### src/rtl/divisor_secuencial.sv
// divisor_secuencial: sequential signed divider, restoring radix-2 on magnitudes.
// Takes a 2N-bit signed dividend and an N-bit signed divisor and produces an
// N-bit signed quotient (truncated toward zero, saturated on overflow) and an
// N-bit signed remainder carrying the dividend's sign. One quotient bit per clock.
// All values are two's complement carried in plain logic vectors.
module divisor_secuencial #(
   parameter int N = 16
) (
   input  logic           clk,
   input  logic           rst_n,
   input  logic           start,
   input  logic [2*N-1:0] dividend,
   input  logic [N-1:0]   divisor,
   output logic [N-1:0]   quotient,
   output logic [N-1:0]   remainder,
   output logic           busy,
   output logic           done,
   output logic           div_by_zero,
   output logic           overflow
);

   typedef enum logic [1:0] {
      IDLE = 2'd0,
      CALC = 2'd1,
      FIX  = 2'd2,
      ZERO = 2'd3
   } state_t;

   localparam int CW = $clog2(2*N+1);
   localparam logic [CW-1:0]  ITER    = CW'(2*N);
   localparam logic [CW-1:0]  CNT_ONE = CW'(1);
   // 2^(N-1) as a 2N-bit magnitude: the boundary of the representable quotient range
   localparam logic [2*N-1:0] HALF    = {{N{1'b0}}, 1'b1, {(N-1){1'b0}}};
   localparam logic [N-1:0]   QMAX    = {1'b0, {(N-1){1'b1}}};
   localparam logic [N-1:0]   QMIN    = {1'b1, {(N-1){1'b0}}};

   state_t         state_q,     state_d;
   logic [CW-1:0]  count_q,     count_d;
   logic [N-1:0]   acc_q,       acc_d;
   logic [2*N-1:0] shf_q,       shf_d;
   logic [N-1:0]   dvs_q,       dvs_d;
   logic           dvd_neg_q,   dvd_neg_d;
   logic           dvs_neg_q,   dvs_neg_d;
   logic [N-1:0]   quotient_q,  quotient_d;
   logic [N-1:0]   remainder_q, remainder_d;
   logic           busy_q,      busy_d;
   logic           done_q,      done_d;
   logic           dbz_q,       dbz_d;
   logic           ovf_q,       ovf_d;

   logic [2*N-1:0] dvd_mag;
   logic [N-1:0]   dvs_mag;
   logic [N:0]     rem_shift;
   logic           fits;
   logic [N-1:0]   trial;
   logic           q_neg;
   logic           q_ovf;
   logic [N-1:0]   q_signed;
   logic [N-1:0]   q_sat;
   logic [N-1:0]   r_signed;

   // Datapath helpers: operand magnitudes, one restoring step, and sign fix-up values
   always_comb begin
      dvd_mag   = dividend[2*N-1] ? -dividend : dividend;
      dvs_mag   = divisor[N-1] ? -divisor : divisor;
      rem_shift = {acc_q, shf_q[2*N-1]};
      fits      = (rem_shift >= {1'b0, dvs_q});
      trial     = rem_shift[N-1:0] - dvs_q;
      q_neg     = dvd_neg_q ^ dvs_neg_q;
      q_ovf     = q_neg ? (shf_q > HALF) : (shf_q >= HALF);
      q_signed  = q_neg ? -shf_q[N-1:0] : shf_q[N-1:0];
      q_sat     = q_neg ? QMIN : QMAX;
      r_signed  = dvd_neg_q ? -acc_q : acc_q;
   end

   // Next-state and next-output logic for the IDLE/CALC/FIX/ZERO sequence
   always_comb begin
      state_d     = state_q;
      count_d     = count_q;
      acc_d       = acc_q;
      shf_d       = shf_q;
      dvs_d       = dvs_q;
      dvd_neg_d   = dvd_neg_q;
      dvs_neg_d   = dvs_neg_q;
      quotient_d  = quotient_q;
      remainder_d = remainder_q;
      busy_d      = busy_q;
      done_d      = 1'b0;
      dbz_d       = dbz_q;
      ovf_d       = ovf_q;
      case (state_q)
         IDLE: begin
            if (start) begin
               dvd_neg_d = dividend[2*N-1];
               dvs_neg_d = divisor[N-1];
               shf_d     = dvd_mag;
               dvs_d     = dvs_mag;
               acc_d     = '0;
               count_d   = ITER;
               busy_d    = 1'b1;
               state_d   = (divisor == '0) ? ZERO : CALC;
            end
         end
         CALC: begin
            acc_d   = fits ? trial : rem_shift[N-1:0];
            shf_d   = {shf_q[2*N-2:0], fits};
            count_d = count_q - CNT_ONE;
            if (count_q == CNT_ONE) begin
               state_d = FIX;
            end
         end
         FIX: begin
            quotient_d  = q_ovf ? q_sat : q_signed;
            remainder_d = r_signed;
            ovf_d       = q_ovf;
            dbz_d       = 1'b0;
            done_d      = 1'b1;
            busy_d      = 1'b0;
            state_d     = IDLE;
         end
         ZERO: begin
            quotient_d  = '0;
            remainder_d = '0;
            ovf_d       = 1'b0;
            dbz_d       = 1'b1;
            done_d      = 1'b1;
            busy_d      = 1'b0;
            state_d     = IDLE;
         end
         default: begin
            state_d = IDLE;
         end
      endcase
   end

   // State, datapath and registered outputs; reset aborts any division in flight
   always_ff @(posedge clk or negedge rst_n) begin
      if (!rst_n) begin
         state_q     <= IDLE;
         count_q     <= '0;
         acc_q       <= '0;
         shf_q       <= '0;
         dvs_q       <= '0;
         dvd_neg_q   <= 1'b0;
         dvs_neg_q   <= 1'b0;
         quotient_q  <= '0;
         remainder_q <= '0;
         busy_q      <= 1'b0;
         done_q      <= 1'b0;
         dbz_q       <= 1'b0;
         ovf_q       <= 1'b0;
      end else begin
         state_q     <= state_d;
         count_q     <= count_d;
         acc_q       <= acc_d;
         shf_q       <= shf_d;
         dvs_q       <= dvs_d;
         dvd_neg_q   <= dvd_neg_d;
         dvs_neg_q   <= dvs_neg_d;
         quotient_q  <= quotient_d;
         remainder_q <= remainder_d;
         busy_q      <= busy_d;
         done_q      <= done_d;
         dbz_q       <= dbz_d;
         ovf_q       <= ovf_d;
      end
   end

   assign quotient    = quotient_q;
   assign remainder   = remainder_q;
   assign busy        = busy_q;
   assign done        = done_q;
   assign div_by_zero = dbz_q;
   assign overflow    = ovf_q;

endmodule

### config.mk
export PLATFORM = sky130hd
export DESIGN_NAME = divisor_secuencial
export DESIGN_NICKNAME = d
export VERILOG_FILES = /design/src/rtl/divisor_secuencial.sv
export SDC_FILE = /design/constraint.sdc
export NUM_CORES = 1
export LEC_CHECK = 0
export BUFFER_PORTS_ARGS = -buffer_cell sky130_fd_sc_hd__buf_4
export CORE_MARGIN = 3
export CORE_UTILIZATION = 50
export CTS_CLUSTER_SIZE = 14
export DETAILED_ROUTE_END_ITERATION = 8
export PLACE_DENSITY = 0.7
export SYNTH_ARGS = -nofsm -noshare
export SYNTH_HDL_FRONTEND = slang
export SYNTH_SLANG_ARGS = --single-unit
### constraint.sdc
create_clock -name clk -period 3.55 [get_ports clk]
set_clock_uncertainty 0.2 [all_clocks]
set_input_delay 0.1775 -clock clk [delete_from_list [all_inputs] [get_ports clk]]
set_output_delay 0.1775 -clock clk [all_outputs]
set_load 0.02 [all_outputs]
Yosys cells after proc, flatten, opt, wreduce, memory -nomap -nowiden
Index checks and enable logic that the tools add are counted.
{ "op_classes": {"add_sub_neg": 6, "multipliers": 0, "div": 0, "order_cmp": 3, "n_eq_ne": 6, "shifts": 0, "n_mux": 25, "n_bitwise": 1, "reduce_logical": 10} }
{ "ops": {"columns": ["op", "count"], "rows": [
  ["$mux W16", 7],
  ["$pmux W16 S2", 3],
  ["$mux W32", 2],
  ["$pmux W32 S2", 1],
  ["$neg A16 Y16", 3],
  ["$ge A32 B16 Y1 const B", 1],
  ["$gt A32 B16 Y1 const B", 1],
  ["$neg A32 Y32", 1],
  ["$ge A17 B16 Y1", 1],
  ["$logic_not A16 Y1", 1],
  ["$sub A16 B16 Y16", 1],
  ["$pmux W6 S2", 1],
  ["$reduce_and A2 Y1", 4],
  ["$eq A6 B1 Y1 const B", 1],
  ["$mux W2", 3],
  ["$mux W6", 1],
  ["$pmux W1 S2", 3],
  ["$pmux W2 S3", 1],
  ["$reduce_bool A2 Y1", 3],
  ["$sub A6 B1 Y6 const B", 1],
  ["$eq A2 B2 Y1 const B", 2],
  ["$ne A2 B2 Y1 const B", 2],
  ["$mux W1", 3],
  ["$eq A2 B1 Y1 const B", 1],
  ["3 further kinds", 3]
]} }
{ "totals": {"regBits": 110, "latchBits": 0, "mem_bits_rw": 0, "rom_bits": 0, "inputBits": 51, "output_inout_bits": 36, "mem_count": 0} }

Logic depth before layout (Yosys ltp)
Gate-level depths: netlist of the first run.
{ "logic_depth": {"depth_word": 4, "mapped_depth": 11} }

Worst setup path before layout of the first run
No wires, ideal clock.
{ "synth_path": {"kind": "register to register", "startpoint": "register shf_q[31]", "endpoint": "register acc_q[12]", "setup_time_ps": 140, "arrival_ps": 2403, "t_required_ps": 3210, "slack_ps": 807, "path_stages_with_launch": 11, "n_path_buf": 0, "period_less_slack_ps": 2743, "path_cell_list": "dfrtp_1 inv_1 ha_1 inv_1 fa_1 a21o_1 a221oi_1 nor3_1 a2111oi_0 xor2_1 o211ai_1"} }
{ "synth_via": {"elab_chain_cells": 3} }
{ "synth_rtl": {"columns": ["element", "line", "rtl"], "rows": [
  ["start, declared", "40", "logic [2*N-1:0] shf_q, shf_d;"],
  ["start signal, assigned", "142", "shf_q <= '0;"],
  ["start signal, assigned", "156", "shf_q <= shf_d;"],
  ["$sub A16 B16 Y16 / $ge A17 B16 Y1 (equally long branches)", "68, 67", null],
  ["$mux W16 (*)", "105", "acc_d = fits ? trial : rem_shift[N-1:0];"],
  ["$pmux W16 S2 (*)", "91", "case (state_q)"],
  ["end signal, assigned", "141", "acc_q <= '0;"],
  ["end signal, assigned", "155", "acc_q <= acc_d;"],
  ["end, declared", "39", "logic [N-1:0] acc_q, acc_d;"]
]} }
Mark *: on every way between the ends. The rest lies on a longest branch, timed or not.
A chain may end at the register's enable or synchronous reset.

Final worst setup path of the first run
{ "layout_path": {"startpoint": "input port divisor[2]", "endpoint": "register dvs_q[15]"} }
{ "layout_via": {"elab_chain_cells": 2} }
{ "layout_rtl": {"columns": ["element", "line", "rtl"], "rows": [
  ["start, declared", "13", "input logic [N-1:0] divisor,"],
  ["$neg A16 Y16", "65", "dvs_mag = divisor[N-1] ? -divisor : divisor;"],
  ["$mux W16", "65", null],
  ["end signal, assigned", "157", "dvs_q <= dvs_d;"],
  ["end, declared", "41", "logic [N-1:0] dvs_q, dvs_d;"]
]} }
Every way passes these cells.

==> qor.yml, run 1 <==
die-area_mm2: 0.01584
grt_setup_unrepaired: "false"
async_reset_ff_share_pct: 100.0
wirelength_um: 18360
critPathMaxFanout: 5
drc: 0
num_antenna_cells: 0
netlist_area_mm2: 0.007184
period_needed_ps: 3200
via_per_inst: 5.937
outcome: "finished, final reports clean"
ys_top_cells_by_area: "dfrtp_1 (38%), xor2_1 (5.6%), o21ai_0 (5.0%)"
core_mm2: 0.01399
cts_max_level: 3
cap_violations: 0
cts_tree: "yes"
antenna_left: 0
grt_pass1_vias: 6395
ir_drop_uv: 358.3
wl_met1_um: 8591
grt.total_usage_pct: 23.56
top_layer_used: "met4"
dr_wl_met2_um: 8330
dp.cells: 1074
synth_compound_area_share_pct: 23.44
cts-root-buf: "clkbuf_16"
slew_viol_final: 0
r2r_setup_slack_ps: 400
synthDistinctLibCells: 60
grt_pass1_wl_um: 31410
synth_seq_cells: 110
routedWlPerCell_um: 16.09
gr-total-overflow: 0
stdcell_count: 1141
finalSetupViolCount: 0
synth_top_area_cell: "dfrtp_1"
nets: 1030
synthMuxAreaShare_pct: 1.167
antenna_found_initial: 0
synth_nets: 917
portBuffers: 86
drt_iter0_drc: 484
cp_data_arrival_time_ps: 3290
worstPathCellList: "dlygate4sd3_1 > buf_4 > nor4_1 > nand3_1 > or4_1 > dlygate4sd3_1 > o22ai_1 > dlygate4sd3_1"
syn_to_final_growth_pct: 22.48
required_ps: 3640
max_stage_delay_ps: 570
ys_seq_area_share_pct: 38.31
gp_congestion: 0.8671
crit_path_frequent_cell: "dlygate4sd3_1"
synth_enable_flop_cells: 0
ys.flop_type: "dfrtp_1"
finalCritPeriodShare_pct: 90.14
grt_max_degree: 71
worst_pin_slew_ps: 891.3
finalSetupTns_ps: 0
start_kind: "input port"
ios: 87
start_util_pct: 51.36
fmax_ghz: 0.3125
crit_slowest_cell: "dlygate4sd3_1"
setup_slack_ps: 350.0
drtPass1Iterations: 5
syn_area_per_cell_um2: 8.522
met3_length_um: 1030
clk_path_buf_depth: 2
yosys.area_share.adder_pct: 4.110
nFillCells: 1175
syn_inst: 843
powerDensity_mw_per_mm2: 889.8
drive_above_1_share_pct: 14.26
clk_latency_ps: 350
clock_sinks: 110
synth_top_area_share_pct: 38.31
post-dp-hpwl_um: 13130
crit_buf_inv: 4
numCtsBuffers: 9
power.leakage_nw: 3.813
rows: 43
slew_headroom_pct: 40.58
die_h_um: 125.9
synth_xor_area_share_pct: 8.168
pre_cts_slack_ps: 281.9
clk_pin_slew_ps: 70
synthSimpleGateAreaFrac_pct: 18.86
hp-class: "in2reg"
synth_top_family_by_area: "compound AO/OA/AOI/OAI gates"
via_count: 6774
cp_top_family: "buffers and inverters"
critPathCaptureType: "register"
ys.warnings.count: 0
hold_viol: 0
crit_type: "in2reg"
die_w_um: 125.9
[flip-flops by register name, indices dropped and copies added (netlist names)]
name / flops
dvs_neg_q: 1
remainder: 16
dvs_q: 16
overflow: 1
quotient: 16
count_q: 6
div_by_zero: 1
done: 1
acc_q: 16
busy: 1
dvd_neg_q: 1
shf_q: 32
state_q: 2
[path summary, 6_finish.rpt]
check,start,cells past startpoint,to
worst min register to register,dvs_q[7],2,dvs_q[7]
worst max-delay path,divisor[2],8,dvs_q[15]
worst max register to register,acc_q[3],7,acc_q[15]
min in group asynchronous,rst_n,2,quotient[10]
worst min-delay path,dividend[13],3,shf_q[13]
max in group asynchronous,rst_n,3,quotient[2]
[cells by family after synthesis]
| logic type | count (synthesis) |
|---|---|
| AOI/OAI and AO/OA | 262 |
| xor gates and xnor gates | 67 |
| adders and majority gates | 23 |
| buffers and inverters | 113 |
| DFF | 110 |
| muxes | 8 |
| and+or+nand+nor | 260 |
[power breakdown]
group	switching [mW]	leakage, nW	internal, mW
sequential	0.597	1.38	1.79
clock	0.464	0.150	0.569
combinational	2.50	2.28	1.91
total	3.56	3.81	4.27
[cells in the mapped netlist, types with 6 or more instances]
library cell	number
dfrtp_1	110
o21ai_0	72
nand2_1	67
inv_1	62
clkbuf_1	47
a21oi_1	46
xor2_1	46
nor2_1	42
o22ai_1	29
nand3_1	25
ha_1	22
nor3_1	21
xnor2_1	21
o31ai_1	18
a22oi_1	17
nand4_1	16
nand2b_1	15
a22o_1	12
nor2b_1	12
nor4_1	12
o211ai_1	11
o41ai_1	9
or3_1	9
or4_1	9
a31oi_1	8
nor3b_1	8
and3_1	6
[routing by layer]
layer,track usage (%),vias up
met5,0,-
met4,8.391,0
met3,2.757,36
met2,37.07,224
met1,33.90,3228
li1,-,3286
[per-stage QoR]
stage | util, % | hold WS, ps | instance area [um2] | power (mW)
after floorplan | - | -318.1 | 7184 | 5.479
after global placement | 57.16 | 150.1 | 7996 | 6.562
after detailed placement | 57.16 | 159.6 | 7996 | 6.689
after CTS | 62.75 | 4.791 | 8777 | 7.785
after global routing | 62.91 | 50.30 | 8800 | 8.506
final | 62.91 | 17.70 | 8800 | 7.830
[tightest hold or removal path: cells and delay by family]
kind | cells | cell delay, ps
compound gates | 1 | 180
buf+inv | 1 | 100
xor+xnor | 1 | 60
[layout make-up]
cell class / instances / area (um2) / share of cell area [%]
Sequential cell: 110 / 2753 / 31.28
Clock inverter: 5 / 57.56 / 0.6541
Multi-Input combinational cell: 620 / 4020 / 45.68
Tap cell: 180 / 225.2 / 2.559
Timing Repair Buffer: 153 / 1269 / 14.42
Clock buffer: 11 / 242.7 / 2.758
Inverter: 62 / 232.7 / 2.645
[repair_timing]
action / CTS / global route
setup buffers: 0 / 3
hold buffers: 48 / 0
gates resized for setup: 0 / 0
endpoints found under the setup margin: 0 / 2
endpoints found under the hold margin: 115 / 0
[cell usage in the layout, fill, tap and decap left out, drive strengths merged, types with 17 or more instances in the layout]
| cell type | netlist | routed |
|---|---|---|
| a21oi | 46 | 46 |
| a22oi | 17 | 17 |
| buf | 4 | 105 |
| dfrtp | 110 | 110 |
| dlygate4sd3 | 0 | 48 |
| ha | 22 | 22 |
| inv | 62 | 63 |
| nand2 | 67 | 67 |
| nand3 | 25 | 25 |
| nor2 | 42 | 42 |
| nor3 | 24 | 24 |
| o21ai | 76 | 76 |
| o22ai | 29 | 29 |
| o31ai | 18 | 18 |
| xnor2 | 21 | 21 |
| xor2 | 46 | 46 |
Note: power is estimated with default switching activity, not from simulation.
==> inputs of run 2 (changes only) <==
Settings changed: RECOVER_POWER set to 50.
==> run 2 against run 1 <==
The flow now finishes with violations (capacitance limit, slew limit). Via count grew 0.16%. Cell count is the same. Worst setup slack got worse by 9.6 ps. Hold slack improved by 0.56 ps. Die area unchanged. Clock-buffer cell count did not move. Register-to-register slack about the same. Critical path depth did not move. Largest cell class unchanged.
==> qor.yml, run 2 (synthesis gave the netlist of run 1 again) <==
outcome: "finished with violations"
violations: "capacitance limit, slew limit"
via_per_inst: 5.947  # +0.16%
routedWlPerCell_um: 16.17  # +0.48%
ios: 87  # unchanged
numCtsBuffers: 9  # unchanged
netSwitchingFraction_pct: 45.92  # +0.40 points
clk_latency_ps: 350  # about the same
drive_above_1_share_pct: 10.09  # -4.2 points
grt_max_degree: 71  # unchanged
via_count: 6785  # +0.16%
die_h_um: 125.9  # unchanged
core_mm2: 0.01399  # unchanged
dp.cells: 1074  # unchanged
utilization_pct: 61.81  # -1.1 points
powerDensity_mw_per_mm2: 895.9  # +0.68%
portBuffers: 86  # unchanged
mostFrequentLayoutCells: "dfrtp_1 (110), o21ai_0 (72), nand2_1 (67)"
grt_pass1_vias: 6395  # unchanged
fmax_ghz: 0.3116  # -0.30%
cts-root-buf: "clkbuf_16"
p_int_mw: 4.189  # -1.8%
die_w_um: 125.9  # unchanged
clock_sinks: 110  # unchanged
power.share.clock_pct: 13.3  # about the same
final_common_cell: "dfrtp_1"
stdcell_count: 1141  # unchanged
gr-total-overflow: 0  # unchanged
finalSetupViolCount: 0  # unchanged
gp_congestion: 0.8671  # unchanged
nets: 1030  # unchanged
clk_path_buf_depth: 2  # unchanged
grt_pass1_wl_um: 31410  # unchanged
antenna_left: 0  # unchanged
r2r_start: "acc_q[3]"
max_stage_delay_ps: 570  # about the same
antenna_found_initial: 0  # unchanged
pre_cts_slack_ps: 281.9  # unchanged
slew_headroom_pct: -15.60  # -56 points
rows: 43  # unchanged
critPathCaptureType: "register"
cts_max_level: 3  # unchanged
hp-start: "dividend[13]"
r2r_setup_slack_ps: 410  # about the same
critPathMaxFanout: 5  # unchanged
num_antenna_cells: 0  # unchanged
crit_path_frequent_cell: "dlygate4sd3_1"
syn_to_final_growth_pct: 20.34
crit_buf_inv: 4  # unchanged
p_seq_share_pct: 30.7  # +0.3 points
die-area_mm2: 0.01584  # unchanged
drtPass1Iterations: 5  # unchanged
hp-class: "in2reg"
crit_type: "in2reg"
drc: 0  # unchanged
cts_tree: "yes"
switchingPower_mw: 3.556  # -0.21%
worst_pin_slew_ps: 1734  # +842.7 ps
top_register: "shf_q"
r2r_cells: 7  # unchanged
crit_slowest_cell: "dlygate4sd3_1"
ir_drop_uv: 359.5  # +0.35%
grt.total_usage_pct: 23.56  # unchanged
holdPathStages: 3  # unchanged
start_util_pct: 51.36  # unchanged
setup_slack_ps: 340.4  # -9.569 ps
finalCritPeriodShare_pct: 90.41  # +0.27 points
worstPathCellList: "dlygate4sd3_1 > buf_4 > nor4_1 > nand3_1 > or4_1 > dlygate4sd3_1 > o22ai_1 > dlygate4sd3_1"
finalSetupTns_ps: 0  # unchanged
cp_top_family: "buffers and inverters"
cp_data_arrival_time_ps: 3300  # about the same
required_ps: 3640  # about the same
clk_pin_slew_ps: 70  # about the same
start_kind: "input port"
cap_violations: 1  # +1
largest_register_ffs: 32  # unchanged
power.leakage_nw: 3.649  # -4.3%
slew_viol_final: 71  # +71
post-dp-hpwl_um: 13130  # unchanged
grt_setup_unrepaired: "false"
hold_viol: 0  # unchanged
period_needed_ps: 3210  # +9.569 ps
timing.hold.ws_ps: 18.26  # +0.5634 ps
wirelength_um: 18450  # +0.48%
pwr-share-comb_pct: 55.9  # -0.5 points
cts_resized: 0  # unchanged
hold_end: "shf_q[13]"
drt_iter0_drc: 548  # +13%
timing.rr.end: "acc_q[15]"
==> run 2: cell types whose count changed in the layout (fill, tap and decap cells not counted) <==
| cell | previous run | this run |
|---|---|---|
| nor3b_1 | 7 | 8 |
| buf_4 | 105 | 65 |
| nor3b_2 | 1 | 0 |
| clkbuf_2 | 0 | 1 |
| clkbuf_1 | 1 | 40 |
==> run 2: timing repair <==
item                                   4_1_cts  5_1_grt
endpoints found under the hold margin      115        0
setup endpoints to repair                    0        2
hold buffers                                48        0
buffers inserted                             0        3
==> run 2: worst max path at each step <==
| stage | start | to | slack (ps) | cells past startpoint |
|---|---|---|---|---|
| after CTS | acc_q[3] | acc_q[5] | 260 | 7 |
| final | divisor[2] | dvs_q[15] | 340 | 8 |
| after detailed placement | acc_q[3] | acc_q[5] | 280 | 7 |
| after floorplan | shf_q[31] | acc_q[12] | 810 | 10 |
| after global placement | acc_q[3] | acc_q[5] | 430 | 7 |
| after global routing | divisor[2] | dvs_q[15] | 130 | 8 |
==> run 2: power by group through the flow <==
stage	logic, mW	registers [mW]	clock network, mW
final	4.33	2.38	1.03
after global routing	4.87	2.47	1.10
after CTS	4.37	2.37	1.05
after detailed placement	4.30	2.39	0
after global placement	4.20	2.37	0
after floorplan	3.19	2.29	0
==> run 2: per-stage QoR <==
stage | area [um2] | power, mW
final | 8646 | 7.745
after global routing | 8646 | 8.431
after CTS | 8777 | 7.785
after detailed placement | 7996 | 6.689
after global placement | 7996 | 6.562
after floorplan | 7184 | 5.479
==> run 2: tightest hold or removal path, cell delays in order <==
cell,delay (ps)
buf_4,100
xor2_1,60
o21ai_0,180
==> run 2: final cells by class <==
cell class                 instances  area [um2]
clock buffer                      11       242.7
clock inverter                     5       57.56
fill                            1200        5343
inverter                          62       232.7
multi-input combinational        620        4015
sequential                       110        2753
tap                              180       225.2
timing repair buffer             153        1120
==> run 2: layer usage <==
metal	GRT usage [%]	vias to the layer above	part of all wire, %
met3	2.757	32	5.6
met5	0	-	0
met2	37.07	218	46
li1	-	3287	-
met4	8.391	0	2.1
met1	33.90	3248	47
